$ cat src/rtl/dffnq_deser_pkg.sv
// Shared definitions for the falling-edge serial deserializer: width limits,
// bit-counter sizing and the holding-register state encoding.
package dffnq_deser_pkg;

  localparam int MIN_WIDTH = 2;
  localparam int MAX_WIDTH = 32;

  function automatic bit width_ok(input int w);
    return (w >= MIN_WIDTH) && (w <= MAX_WIDTH);
  endfunction

  function automatic int cnt_w(input int w);
    return $clog2(w + 1);
  endfunction

  typedef enum logic {
    EMPTY = 1'b0,
    FULL  = 1'b1
  } hold_state_t;

endpackage

$ cat src/rtl/dffnq_deser_shift.sv
// Shift register and bit counter; word/word_done are the combinational
// next-state view so the top can capture a word on the edge its last bit arrives.
module dffnq_deser_shift
  import dffnq_deser_pkg::*;
#(
  parameter int WIDTH     = 8,
  parameter bit MSB_FIRST = 1'b0
) (
  input  logic             clkn,
  input  logic             rst,
  input  logic             d,
  input  logic             d_en,
  input  logic             frame,
  output logic             word_done,
  output logic [WIDTH-1:0] word
);

  localparam int CNT_W = cnt_w(WIDTH);

  logic [WIDTH-1:0] sreg;
  logic [WIDTH-1:0] base;
  logic [CNT_W-1:0] cnt;
  logic [CNT_W-1:0] cnt_base;
  logic [CNT_W-1:0] cnt_nxt;

  // FRAME restarts the word: the incoming bit is shifted into an empty register.
  always_comb begin
    base      = frame ? '0 : sreg;
    cnt_base  = frame ? '0 : cnt;
    word      = MSB_FIRST ? {base[WIDTH-2:0], d} : {d, base[WIDTH-1:1]};
    cnt_nxt   = cnt_base + CNT_W'(1);
    word_done = d_en && (cnt_nxt == CNT_W'(WIDTH));
  end

  always_ff @(negedge clkn) begin
    if (rst) begin
      sreg <= '0;
      cnt  <= '0;
    end else if (d_en) begin
      sreg <= word;
      cnt  <= word_done ? '0 : cnt_nxt;
    end
  end

endmodule

$ cat src/rtl/dffnq_serial_deser.sv
// Falling-edge serial-to-parallel deserializer with a one-word valid/ready
// holding register and a sticky overflow flag for words dropped on a stall.
module dffnq_serial_deser
  import dffnq_deser_pkg::*;
#(
  parameter int WIDTH     = 8,
  parameter bit MSB_FIRST = 1'b0
) (
  input  logic             CLKN,
  input  logic             RST,
  input  logic             D,
  input  logic             D_EN,
  input  logic             FRAME,
  output logic [WIDTH-1:0] Q,
  output logic             Q_VALID,
  input  logic             Q_READY,
  output logic             OVF,
  input  logic             OVF_CLR
);

  if (!width_ok(WIDTH)) begin : g_width_chk
    $error("dffnq_serial_deser: WIDTH must be within 2..32");
  end

  hold_state_t      state;
  logic             word_done;
  logic [WIDTH-1:0] word;
  logic             load;
  logic             drop;

  dffnq_deser_shift #(
    .WIDTH    (WIDTH),
    .MSB_FIRST(MSB_FIRST)
  ) u_shift (
    .clkn     (CLKN),
    .rst      (RST),
    .d        (D),
    .d_en     (D_EN),
    .frame    (FRAME),
    .word_done(word_done),
    .word     (word)
  );

  // A completed word fits if the holder is empty or is being drained this edge.
  always_comb begin
    load = word_done && ((state == EMPTY) || Q_READY);
    drop = word_done && (state == FULL) && !Q_READY;
  end

  always_ff @(negedge CLKN) begin
    if (RST) begin
      state <= EMPTY;
      Q     <= '0;
      OVF   <= 1'b0;
    end else begin
      case (state)
        EMPTY: begin
          if (load) begin
            Q     <= word;
            state <= FULL;
          end
        end
        FULL: begin
          if (load) begin
            Q <= word;
          end else if (Q_READY) begin
            state <= EMPTY;
          end
        end
        default: state <= EMPTY;
      endcase
      // Set takes priority over clear.
      OVF <= drop | (OVF & ~OVF_CLR);
    end
  end

  assign Q_VALID = (state == FULL);

endmodule

$ cat config.mk
export PLATFORM = sky130hd
export DESIGN_NAME = dffnq_serial_deser
export DESIGN_NICKNAME = d
export VERILOG_FILES = /design/src/rtl/dffnq_deser_pkg.sv /design/src/rtl/dffnq_deser_shift.sv /design/src/rtl/dffnq_serial_deser.sv
export SDC_FILE = /design/constraint.sdc
export NUM_CORES = 1
export LEC_CHECK = 0
export CORE_ASPECT_RATIO = 1.4
export CORE_UTILIZATION = 45
export DETAILED_ROUTE_END_ITERATION = 12
export PLACE_DENSITY = 0.81
export SYNTH_ARGS = -nofsm -noshare
export SYNTH_HDL_FRONTEND = slang
export SYNTH_SLANG_ARGS = --single-unit
$ cat constraint.sdc
create_clock -name CLKN -period 2.1 [get_ports CLKN]
set_input_delay 0.42 -clock CLKN [delete_from_list [all_inputs] [get_ports CLKN]]
set_output_delay 0.42 -clock CLKN [all_outputs]
set_load 0.01 [all_outputs]
==> run summary <==
Share of cells above drive strength 1: 32.2%
Routed wire per std cell: 12.4 um
Clk_lat worst skew: 0.38 ns
Lkg Pwr: 0.663 nW
Placed cell count: 140
Post-route ant nets: 0
Drt first-iter violations: 10
Final net count: 158
Buf/Inv on CP: 1
Initial Utilization: 48.1%
Total number of yosys warnings: 0
Vias post-DR: 892
Crit Path Max Fanout: 2
Core Region: 1970 sq um
DR DRC count: 0
Max Buffers Root-to-Sink: 2
Flops & latches, synth: 21
Post-synth cell types: 24
Most frequent cells in the layout: inv_1 (21), nand2b_1 (18), buf_4 (14), dfxtp_1 (11)
Die width: 40.8 um
Register area share after synthesis: 44.3%
Vias in the first global route: 901
Total chip power: 0.944 mW
Global-route usage over all layers: 20.3%
First-pass GRT wire length: 3330 um
Setup slack after layout: -0.185 ns
Clk_skew: 0.0172 ns
Ant diodes: 0
Die H: 56.4 um
Largest net degree at the start of global routing: 19
Fin. max-slew vios: 0
Worst-Margin Slew: 0.388 ns
Gr ovfl total: 0
Mapped Nets: 108
Router iterations before antenna repair: 4
Die outline area: 2300 sq um
CTS tree: done
Delay-heaviest family, CP: flip-flops
Critical Path AT: 1.87 ns
Pwr dens: 673 nW/um^2
Clock Pin Slew Worst Setup and Hold Paths: 0.04 ns
Sink Count: 21
Setup violators final: 21
Htree depth: 1
Avg Synthesized Cell Area: 9.50 sq um
Critical Path RT: 1.68 ns
Status: finished with violations
WL final: 2110 um
TritonCTS buffer count: 3
Failing checks: negative setup slack
DP Wirelength: 1390 um
WS Path Type: register to primary output
Mapped Area: 950 sq um
Initial antenna violation count: 0
Root Buffer: clkbuf_4
Final hold viol count: 0
Synthesis-to-finish area growth: 47.7%
Port buffer count: 16
Final std cells w/o fill: 170
Worst Setup End Kind: primary output
Vias/cell: 5.25
Slew HR: 74.0%
Cells after synthesis: 100
Worst vdd rail ir drop: 0.586 mV
RePlAce Congestion: 0.755
Fin Setup TNS: -3.08 ns
Most common cell after layout, fill and taps aside: inv_1
Critical path launch point type: register
Worst path max stage delay: 0.32 ns
Hold Path Class: register to register
Slowest stage cell, crit path: dfxtp_2
RSZ-0062 raised after global routing: yes
Max Cap Viol: 0
IO Count: 17
Crit path cell chain: buf_6
FP Rows: 19
Filler instances: 157
## path summary, 6_finish.rpt
path | end | slack [ns] | startpoint | depth (start not counted)
worst max register to register | Q[1] | 0.58 | u_shift.cnt[0] | 5
worst max-delay path | Q_VALID | -0.19 | Q_VALID | 1
worst min-delay path | Q[0] | 0.47 | u_shift.sreg[1] | 2
worst min register to register | Q[0] | 0.47 | u_shift.sreg[1] | 2
## metrics by stage
stage / setup WS (ns) / utilization [%] / hold slack, ns / cell area, sq um
5_1_grt: -0.238 / 71.1 / 0.485 / 1400
3_5_place_dp: -0.943 / 59.9 / 0.473 / 1180
4_1_cts: -0.187 / 69.8 / 0.467 / 1380
3_3_place_gp: -0.881 / 59.9 / 0.461 / 1180
2_1_floorplan: -0.478 / - / 0.435 / 975
6_report: -0.185 / 71.1 / 0.466 / 1400
## power breakdown
part           total [mW]  switching (mW)  internal [mW]
clock               0.475           0.231          0.244
combinational      0.0602          0.0264         0.0338
sequential          0.409         0.00456          0.404
total               0.944           0.262          0.682
## cell usage after synthesis
master	count	area, sq um
and3b_4	1	12.5
ha_1	1	12.5
a32o_1	1	10.0
o21ai_1	1	5.00
nand3b_1	6	45.0
dfxtp_1	21	420
buf_2	2	10.0
a21o_1	1	7.51
nor2b_1	4	25.0
mux2i_1	9	90.1
nand2_1	8	30.0
nand2b_1	18	113
clkbuf_1	3	11.3
nor2_1	5	18.8
a21boi_2	1	11.3
o211ai_4	1	21.3
o211ai_1	1	7.51
and4b_1	2	20.0
nor3b_1	1	7.51
o21ai_0	2	10.0
inv_1	1	3.75
o32ai_1	1	8.76
a21oi_1	8	40.0
a32oi_1	1	8.76
## cell type report
class	instances	area, sq um	area share, %
multi-input cells	73	532	37.9
repair buffers	30	280	20.0
well taps	21	26.3	1.87
clock inverters	22	109	7.76
flip-flops and latches	21	433	30.9
clock buffers	3	22.5	1.61
## state kept, by name (all words and copies together) (netlist names)
signal        cells
Q                 8
OVF               1
u_shift.sreg      7
u_shift.cnt       4
Q_VALID           1
## cell families after synthesis
kind of cell	Yosys count	share of synthesized area, %
AO/OA/AOI/OAI	18	13.7
adder cells (fa/ha/maj)	1	1.32
buffers and inverters	6	2.63
flip-flops	21	44.3
multiplexers	9	9.49
AND/OR/NAND/NOR	45	28.6
## timing repair
| item | in CTS | in global routing |
|---|---|---|
| pin swaps | 3 | 0 |
| resized for setup | 71 | 2 |
| setup buffers | 4 | 2 |
| cloned | 0 | 0 |
| hold buffers | 0 | 0 |
| setup endpoints to repair | 30 | 21 |
## metal layers
metal | wire length [um] | vias to the layer above | track usage (%)
li1 | - | 443 | -
met1 | 793 | 414 | 18.9
met2 | 1190 | 26 | 33.9
met3 | 83 | 9 | 6.32
met4 | 46 | 0 | 13.8
met5 | 0 | - | 0
No activity file was read; power rests on OpenSTA's default activity.
